## src/rtl/flash_read_arbiter_if.sv

```systemverilog
// Purpose : bundle of request/response and quad-SPI pin signals for flash_read_arbiter.
// Latency : n/a (wires only).
// Backpres: reqN_ready is the only stall; responses and flash pins cannot be stalled.
// Ports   : slave  = arbiter side (drives ready/resp/rdata/flash pins, samples requests/flash_out)
//           master = environment side (requesters plus the flash device)
interface flash_read_arbiter_if;
    logic        req0_valid;
    logic        req1_valid;
    logic [23:0] req0_addr;
    logic [23:0] req1_addr;
    logic        req0_ready;
    logic        req1_ready;
    logic        resp0_valid;
    logic        resp1_valid;
    logic [31:0] rdata;
    logic        flash_clk;
    logic        flash_csn;
    logic [3:0]  flash_in_en;
    logic [3:0]  flash_in;
    logic [3:0]  flash_out;

    modport slave (
        input  req0_valid, req1_valid, req0_addr, req1_addr, flash_out,
        output req0_ready, req1_ready, resp0_valid, resp1_valid, rdata,
               flash_clk, flash_csn, flash_in_en, flash_in
    );

    modport master (
        output req0_valid, req1_valid, req0_addr, req1_addr, flash_out,
        input  req0_ready, req1_ready, resp0_valid, resp1_valid, rdata,
               flash_clk, flash_csn, flash_in_en, flash_in
    );
endinterface

```

## src/rtl/flash_read_arbiter.sv

```systemverilog
// Purpose : two-port round-robin arbiter driving one quad-SPI fast-read (cmd/addr/mode/dummy/data).
// Latency : accept edge E0 -> resp pulse in the cycle after E56; next accept earliest E(57+DESELECT_CYCLES).
// Backpres: reqN_ready high only in IDLE for the granted port; a pending request waits for the next IDLE.
// Ports   : clk, reset (async, active high), bus (flash_read_arbiter_if.slave): req0/1 valid/addr/ready,
//           resp0/1_valid, shared rdata, flash_clk/flash_csn/flash_in_en/flash_in out, flash_out in.
module flash_read_arbiter #(
    parameter logic [7:0] CMD             = 8'hEB,
    parameter int         DESELECT_CYCLES = 2
) (
    input  logic                 clk,
    input  logic                 reset,
    flash_read_arbiter_if.slave  bus
);

    typedef enum logic [2:0] {
        S_IDLE,
        S_CMD,
        S_ADDR,
        S_MODE,
        S_DUMMY,
        S_DATA,
        S_DESEL
    } state_t;

    localparam logic [3:0] DESEL_LAST = 4'(DESELECT_CYCLES - 1);

    state_t      r_state;
    state_t      w_next;

    // r_phase: 0 = SCK low half (new data presented), 1 = SCK high half.
    // r_cnt  : SCK period index inside the current state; clk count inside DESEL.
    logic        r_phase;
    logic [3:0]  r_cnt;
    logic [23:0] r_addr;
    logic        r_port;
    logic        r_last;        // port granted most recently
    logic [31:0] r_buf;         // nibbles 0..6 assembled in place
    logic [31:0] r_rdata;
    logic        r_resp0;
    logic        r_resp1;

    logic        w_any_vld;
    logic        w_grant;       // 0 = port 0, 1 = port 1
    logic        w_accept;
    logic        w_last_period;
    logic        w_sample;
    logic        w_final_sample;
    logic [4:0]  w_nib_off;
    logic [23:0] w_addr_sh;
    logic [7:0]  w_cmd_sh;

    // ------------------------------------------------------------------
    // Arbitration: single requester wins outright, a tie goes to the port
    // that was not granted last.
    // ------------------------------------------------------------------
    assign w_any_vld = bus.req0_valid | bus.req1_valid;
    assign w_grant   = (bus.req0_valid & bus.req1_valid) ? ~r_last : bus.req1_valid;
    assign w_accept  = (r_state == S_IDLE) & w_any_vld & ~reset;

    always_comb begin
        w_last_period = 1'b0;
        case (r_state)
            S_CMD:   w_last_period = (r_cnt == 4'd7);
            S_ADDR:  w_last_period = (r_cnt == 4'd5);
            S_MODE:  w_last_period = (r_cnt == 4'd1);
            S_DUMMY: w_last_period = (r_cnt == 4'd3);
            S_DATA:  w_last_period = (r_cnt == 4'd7);
            default: w_last_period = 1'b0;
        endcase
    end

    // flash_out is captured on the edge that closes each SCK high half.
    assign w_sample       = (r_state == S_DATA) & r_phase;
    assign w_final_sample = w_sample & w_last_period;

    // Nibble k lands at byte k/2; even k is the high nibble of that byte.
    assign w_nib_off = {r_cnt[2:1], ~r_cnt[0], 2'b00};

    // Shifted copies give the MSB-first bit/nibble for the current period.
    assign w_addr_sh = r_addr << {r_cnt[2:0], 2'b00};
    assign w_cmd_sh  = CMD << r_cnt[2:0];

    // ------------------------------------------------------------------
    // FSM: state register
    // ------------------------------------------------------------------
    always_ff @(posedge clk or posedge reset) begin
        if (reset) begin
            r_state <= S_IDLE;
        end else begin
            r_state <= w_next;
        end
    end

    // ------------------------------------------------------------------
    // FSM: next-state logic. Serial states advance on the edge closing the
    // high half of their last SCK period.
    // ------------------------------------------------------------------
    always_comb begin
        w_next = r_state;
        case (r_state)
            S_IDLE:  if (w_accept)                 w_next = S_CMD;
            S_CMD:   if (r_phase && w_last_period) w_next = S_ADDR;
            S_ADDR:  if (r_phase && w_last_period) w_next = S_MODE;
            S_MODE:  if (r_phase && w_last_period) w_next = S_DUMMY;
            S_DUMMY: if (r_phase && w_last_period) w_next = S_DATA;
            S_DATA:  if (r_phase && w_last_period) w_next = S_DESEL;
            S_DESEL: if (r_cnt == DESEL_LAST)      w_next = S_IDLE;
            default:                               w_next = S_IDLE;
        endcase
    end

    // ------------------------------------------------------------------
    // FSM: outputs. Everything is decoded from registered state, so an
    // asynchronous reset raises flash_csn immediately.
    // ------------------------------------------------------------------
    always_comb begin
        bus.flash_csn   = 1'b1;
        bus.flash_clk   = 1'b0;
        bus.flash_in_en = 4'b0000;
        bus.flash_in    = 4'h0;
        bus.req0_ready  = 1'b0;
        bus.req1_ready  = 1'b0;
        case (r_state)
            S_IDLE: begin
                bus.req0_ready = w_any_vld & ~w_grant & ~reset;
                bus.req1_ready = w_any_vld &  w_grant & ~reset;
            end
            S_CMD: begin
                bus.flash_csn   = 1'b0;
                bus.flash_clk   = r_phase;
                bus.flash_in_en = 4'b0001;
                bus.flash_in    = {3'b000, w_cmd_sh[7]};
            end
            S_ADDR: begin
                bus.flash_csn   = 1'b0;
                bus.flash_clk   = r_phase;
                bus.flash_in_en = 4'b1111;
                bus.flash_in    = w_addr_sh[23:20];
            end
            S_MODE: begin
                bus.flash_csn   = 1'b0;
                bus.flash_clk   = r_phase;
                bus.flash_in_en = 4'b1111;
            end
            S_DUMMY, S_DATA: begin
                bus.flash_csn   = 1'b0;
                bus.flash_clk   = r_phase;
            end
            default: begin
                // DESEL: pins parked by the defaults above
            end
        endcase
    end

    // ------------------------------------------------------------------
    // Phase / period counters
    // ------------------------------------------------------------------
    always_ff @(posedge clk or posedge reset) begin
        if (reset) begin
            r_phase <= 1'b0;
            r_cnt   <= 4'd0;
        end else begin
            if (r_state == S_IDLE || r_state == S_DESEL) begin
                r_phase <= 1'b0;
            end else begin
                r_phase <= ~r_phase;
            end

            if (w_next != r_state) begin
                r_cnt <= 4'd0;
            end else if (r_state == S_DESEL) begin
                r_cnt <= r_cnt + 4'd1;
            end else if (r_state != S_IDLE && r_phase) begin
                r_cnt <= r_cnt + 4'd1;
            end
        end
    end

    // ------------------------------------------------------------------
    // Request latch and round-robin pointer. Reset makes port 1 "last" so
    // port 0 wins the first tie.
    // ------------------------------------------------------------------
    always_ff @(posedge clk or posedge reset) begin
        if (reset) begin
            r_addr <= 24'h000000;
            r_port <= 1'b0;
            r_last <= 1'b1;
        end else if (w_accept) begin
            r_addr <= w_grant ? bus.req1_addr : bus.req0_addr;
            r_port <= w_grant;
            r_last <= w_grant;
        end
    end

    // ------------------------------------------------------------------
    // Read data assembly. rdata only updates at the final sample, so it
    // holds the previous word for the whole of the next transfer.
    // ------------------------------------------------------------------
    always_ff @(posedge clk or posedge reset) begin
        if (reset) begin
            r_buf   <= 32'h0000_0000;
            r_rdata <= 32'h0000_0000;
            r_resp0 <= 1'b0;
            r_resp1 <= 1'b0;
        end else begin
            r_resp0 <= w_final_sample & ~r_port;
            r_resp1 <= w_final_sample &  r_port;
            if (w_final_sample) begin
                // nibble 7 is the low nibble of byte 3
                r_rdata <= {r_buf[31:28], bus.flash_out, r_buf[23:0]};
            end else if (w_sample) begin
                r_buf[w_nib_off +: 4] <= bus.flash_out;
            end
        end
    end

    assign bus.rdata       = r_rdata;
    assign bus.resp0_valid = r_resp0;
    assign bus.resp1_valid = r_resp1;

endmodule
```

## src/flat_wrapper.sv

```systemverilog
// flat-port wrapper written by rule: the top's interface ports become plain ports
module flash_read_arbiter_flat 
#(
    parameter logic [7:0] CMD             = 8'hEB,
    parameter int         DESELECT_CYCLES = 2
)
  (clk, reset, bus_req0_valid, bus_req1_valid, bus_req0_addr, bus_req1_addr, bus_flash_out, bus_req0_ready, bus_req1_ready, bus_resp0_valid, bus_resp1_valid, bus_rdata, bus_flash_clk, bus_flash_csn, bus_flash_in_en, bus_flash_in);
  flash_read_arbiter_if bus_i ();
  input  logic clk;
  input  logic reset;
  input wire logic [$bits(bus_i.req0_valid)-1:0] bus_req0_valid;
  input wire logic [$bits(bus_i.req1_valid)-1:0] bus_req1_valid;
  input wire logic [$bits(bus_i.req0_addr)-1:0] bus_req0_addr;
  input wire logic [$bits(bus_i.req1_addr)-1:0] bus_req1_addr;
  input wire logic [$bits(bus_i.flash_out)-1:0] bus_flash_out;
  output wire logic [$bits(bus_i.req0_ready)-1:0] bus_req0_ready;
  output wire logic [$bits(bus_i.req1_ready)-1:0] bus_req1_ready;
  output wire logic [$bits(bus_i.resp0_valid)-1:0] bus_resp0_valid;
  output wire logic [$bits(bus_i.resp1_valid)-1:0] bus_resp1_valid;
  output wire logic [$bits(bus_i.rdata)-1:0] bus_rdata;
  output wire logic [$bits(bus_i.flash_clk)-1:0] bus_flash_clk;
  output wire logic [$bits(bus_i.flash_csn)-1:0] bus_flash_csn;
  output wire logic [$bits(bus_i.flash_in_en)-1:0] bus_flash_in_en;
  output wire logic [$bits(bus_i.flash_in)-1:0] bus_flash_in;
  assign bus_i.req0_valid = bus_req0_valid;
  assign bus_i.req1_valid = bus_req1_valid;
  assign bus_i.req0_addr = bus_req0_addr;
  assign bus_i.req1_addr = bus_req1_addr;
  assign bus_i.flash_out = bus_flash_out;
  assign bus_req0_ready = bus_i.req0_ready;
  assign bus_req1_ready = bus_i.req1_ready;
  assign bus_resp0_valid = bus_i.resp0_valid;
  assign bus_resp1_valid = bus_i.resp1_valid;
  assign bus_rdata = bus_i.rdata;
  assign bus_flash_clk = bus_i.flash_clk;
  assign bus_flash_csn = bus_i.flash_csn;
  assign bus_flash_in_en = bus_i.flash_in_en;
  assign bus_flash_in = bus_i.flash_in;
  flash_read_arbiter #(.CMD(CMD), .DESELECT_CYCLES(DESELECT_CYCLES)) u_core (.clk(clk), .reset(reset), .bus(bus_i));
endmodule
```

## config.mk

```make
export PLATFORM = sky130hd
export DESIGN_NAME = flash_read_arbiter_flat
export DESIGN_NICKNAME = d
export VERILOG_FILES = /design/src/rtl/flash_read_arbiter_if.sv /design/src/rtl/flash_read_arbiter.sv /design/src/flat_wrapper.sv
export SDC_FILE = /design/constraint.sdc
export NUM_CORES = 1
export LEC_CHECK = 0
export BUFFER_PORTS_ARGS = -buffer_cell sky130_fd_sc_hd__buf_4
export CORE_MARGIN = 2
export CORE_UTILIZATION = 40
export CTS_CLUSTER_DIAMETER = 120
export DETAILED_ROUTE_END_ITERATION = 7
export GPL_TIMING_DRIVEN = 0
export PLACE_DENSITY = 0.68
export SKIP_LAST_GASP = 1
export SLEW_MARGIN = 20
export SYNTH_ARGS = -nofsm -noshare
export SYNTH_HDL_FRONTEND = slang
export SYNTH_SLANG_ARGS = --single-unit
```

## constraint.sdc

```tcl
create_clock -name clk -period 5.81 [get_ports clk]
set_clock_uncertainty 0.2 [all_clocks]
set_input_delay 0.2905 -clock clk [delete_from_list [all_inputs] [get_ports clk]]
set_output_delay 0.2905 -clock clk [all_outputs]
set_load 0.05 [all_outputs]
```

==> qor.csv <==
stage,metric,value,unit
synth,syn_area_per_cell,12.44,um^2
synth,ys_ff_latch,96,
clocking,path_clk_slew,0.10,ns
route,viasPerCell,5.078,
final_layout,final_nets,530,
run,max_cap_viol_count,0,
power_and_ir_drop,power,1.330,mW
global_route,antenna_found_initial,0,
clocking,cts_made_buffers,9,
synth,synthesis.area,4442,um^2
clocking,cts_htree_levels,3,
clocking,cts_sinks,96,
worst_setup_path,crit_path_start_kind,flip-flop,
sta,worst_slew_pin_slew,0.6039,ns
route,wl_met2,4615,um
floorplanning,coreArea,10840,um^2
sta,hold_viol,0,
sta,drv_slew,0,
worst_setup_path,crit_type,reg -> out,
placed_design,placed_cells,599,
worst_setup_path,slowest_delay,0.48,ns
synth,synthCells,357,
sta,setup_viol_count_final,0,
power_and_ir_drop,power_density,234.6,nW/um^2
route,m1WireLength,4277,um
floorplanning,placementRows,38,
global_route,grt_max_degree,64,
synth,yosys_warnings,0,
sta,worst_slack,2.846,ns
global_route,grt_pass1_vias,3167,
floorplanning,die_x,109.4,um
route,wire_per_inst,15.57,um
global_route,grt.total_usage,0.1688,
clocking,clock_latency,0.37,ns
clocking,root_buffer,clkbuf_8,
sta,period_share,0.5101,
final_layout,seqCellArea,2404,um^2
synth,yosys-top-cells-area,"dfrtp_1, mux2_1, mux2i_1",
sta,max_freq,0.3374,GHz
worst_setup_path,setup.worst_path.end_class,output pin,
sta,whs,0.004097,ns
synth,synth_edf_count,0,
run_status,outcome,"complete, no violations",
floorplanning,die_area,11960,um^2
power_and_ir_drop,vdd_drop_max,0.1167,mV
synth,yosys.area.top_type,dfrtp_1,
global_route,grt_pass1_wl,15510,um
placed_design,dp_hpwl,7218,um
route,wl,9589,um
final_layout,area_growth,27.61,%
hold_path,hold_path.class,in -> reg,
worst_setup_path,cp.buffers_inverters,3,
final_layout,fillerInstances,966,
worst_setup_path,cp.required,5.32,ns
sta,setup-tns-final,0,ns
global_route,grt.overflow.total,0,
synth,synthesis.nets,416,
floorplanning,initial_core_util,0.4097,
route,topRoutingLayerUsed,met4,
sta,max_slew_margin,0.5974,
worst_setup_path,crit_chain,buf_2 > nor4_1 > o21ai_1 > clkbuf_1 > nor2_1 > buf_4,
route,num_vias,3128,
power_and_ir_drop,p_leak,2.865,nW
synth,yosysMostFrequentCell,dfrtp_1,
placed_design,numPortBuffers,101,
final_layout,diodes,0,
worst_setup_path,worstPathMaxFanout,10,
synth,ys.flop_type,dfrtp_1,
final_layout,final_layout_size_suffix_gt1_frac,0.3550,
route,drt_iter0_markers,115,
worst_setup_path,cp.arrival,2.47,ns
clocking,clk_path_buf_depth,2,
synth,yosysTopAreaCellShare,0.5352,
floorplanning,ioPinCount,102,
sta,rsz0062_at_grt,false,
synth,synth_cell_type_count,49,
synth,synthTopCellsByCount,"dfrtp_1, mux2_1, nand2_1",
synth,seq_area_frac_synth,0.5411,
clocking,cts_tree,built,
route,first_pass_iters,4,
route,met3WireLength,593,um
worst_setup_path,critical-path-top-delay-family,buffers and inverters,
clocking,cts_setup_buffers,0,
route,drtAntennaViolNets,0,
sta,post-route-min-period,2.964,ns
placed_design,place_ws,2.979,ns
final_layout,fin_cells,616,
placed_design,place.gp.congestion,0.7922,
worst_setup_path,cp_slowest_cell,nor4_1,
synth,async_flop_share,1.000,
final_layout,multi_input_area,1887,um^2
route,drcViolationCount,0,
floorplanning,die_y,109.4,um
stage by stage:
stage | util | instance area [um^2]
floorplan | - | 4442
global placement | 0.4958 | 5375
detailed placement | 0.4988 | 5408
CTS | 0.5229 | 5668
global route | 0.5229 | 5668
finish | 0.5229 | 5668
final timing paths:
path                                   startpoint              endpoint  slack (ns)  cells after the start
worst max-delay path            u_core.r_state[1]        bus_req0_ready        2.85                      6
worst min-delay path            bus_req0_addr[18]     u_core.r_addr[18]       0.004                      3
worst max register to register    u_core.r_cnt[1]      u_core.r_buf[18]        2.99                      8
worst min register to register  u_core.r_addr[20]     u_core.r_addr[20]        0.29                      2
max in group asynchronous                   reset  u_core.bus.rdata[27]        4.53                      4
min in group asynchronous                   reset     u_core.r_state[0]        0.27                      3
worst register-to-register path: stages, from the launching register on:
cell and delay [ns]:
dfrtp_1 0.41, buf_4 0.22, inv_1 0.11, ha_1 0.22, ha_1 0.40, nand2_1 0.07
or3_1 0.34, or3_4 0.43, mux2_4 0.31
layout make-up:
class,instances,share of cell area
Multi-Input combinational cell,233,0.3329
Clock inverter,6,0.01987
Buffer,22,0.02274
Clock buffer,10,0.02428
Inverter,6,0.004857
Sequential cell,96,0.4241
Timing Repair Buffer,103,0.1404
Tap cell,140,0.03091
layout by cell type (no fill, tap or decap), types with 3 or more instances in the layout:
cell type and n:
buf_4 105, dfrtp_1 95, mux2_1 40, nand2_1 34
o21ai_0 29, mux2i_1 26, mux2_2 20, nor2_1 12
clkbuf_8 10, nand3_1 8, buf_2 7, clkbuf_1 7
a21o_1 5, a21oi_1 5, and2_1 4, mux2_4 4
inv_1 4, mux4_2 4, nor2b_1 3, o31a_1 3
buf_6 3, inv_6 3, ha_1 3, bufinv_16 3
registers in the layout, indices dropped and copies added, names as in the netlist:
name and cells:
u_core.bus.rdata 32, u_core.r_buf 28, u_core.r_addr 24, u_core.r_cnt 4, u_core.r_state 3, u_core.bus.resp0_valid 1
u_core.bus.resp1_valid 1, u_core.r_last 1, u_core.r_phase 1, u_core.r_port 1
power breakdown:
group / internal [mW] / switching [mW]
Sequential: 0.687 / 0.0101
Combinational: 0.0496 / 0.0400
Clock: 0.300 / 0.243
Total: 1.04 / 0.293
kinds of logic (layout without fill, tap and decap cells):
kind of cell | count (synthesis) | in the layout | share of synthesized area
AOI/OAI and AO/OA | 52 | 52 | 0.06873
xor gates and xnor gates | 3 | 3 | 0.005917
adders and majority gates | 3 | 3 | 0.008452
buffers and inverters | 28 | 147 | 0.03408
DFF | 96 | 96 | 0.5411
muxes | 94 | 94 | 0.2445
and+or+nand+nor | 81 | 81 | 0.09718
layer usage:
metal / up-vias / global-route usage
met5: - / 0
met4: 0 / 0.05154
met3: 10 / 0.03497
met2: 103 / 0.2831
met1: 1514 / 0.2203
li1: 1501 / -
repair_timing:
action	CTS	global route
endpoints found under the hold margin	33	0
hold buffers	1	0
resized for setup	0	0
Power figures use the tool's default switching activity.
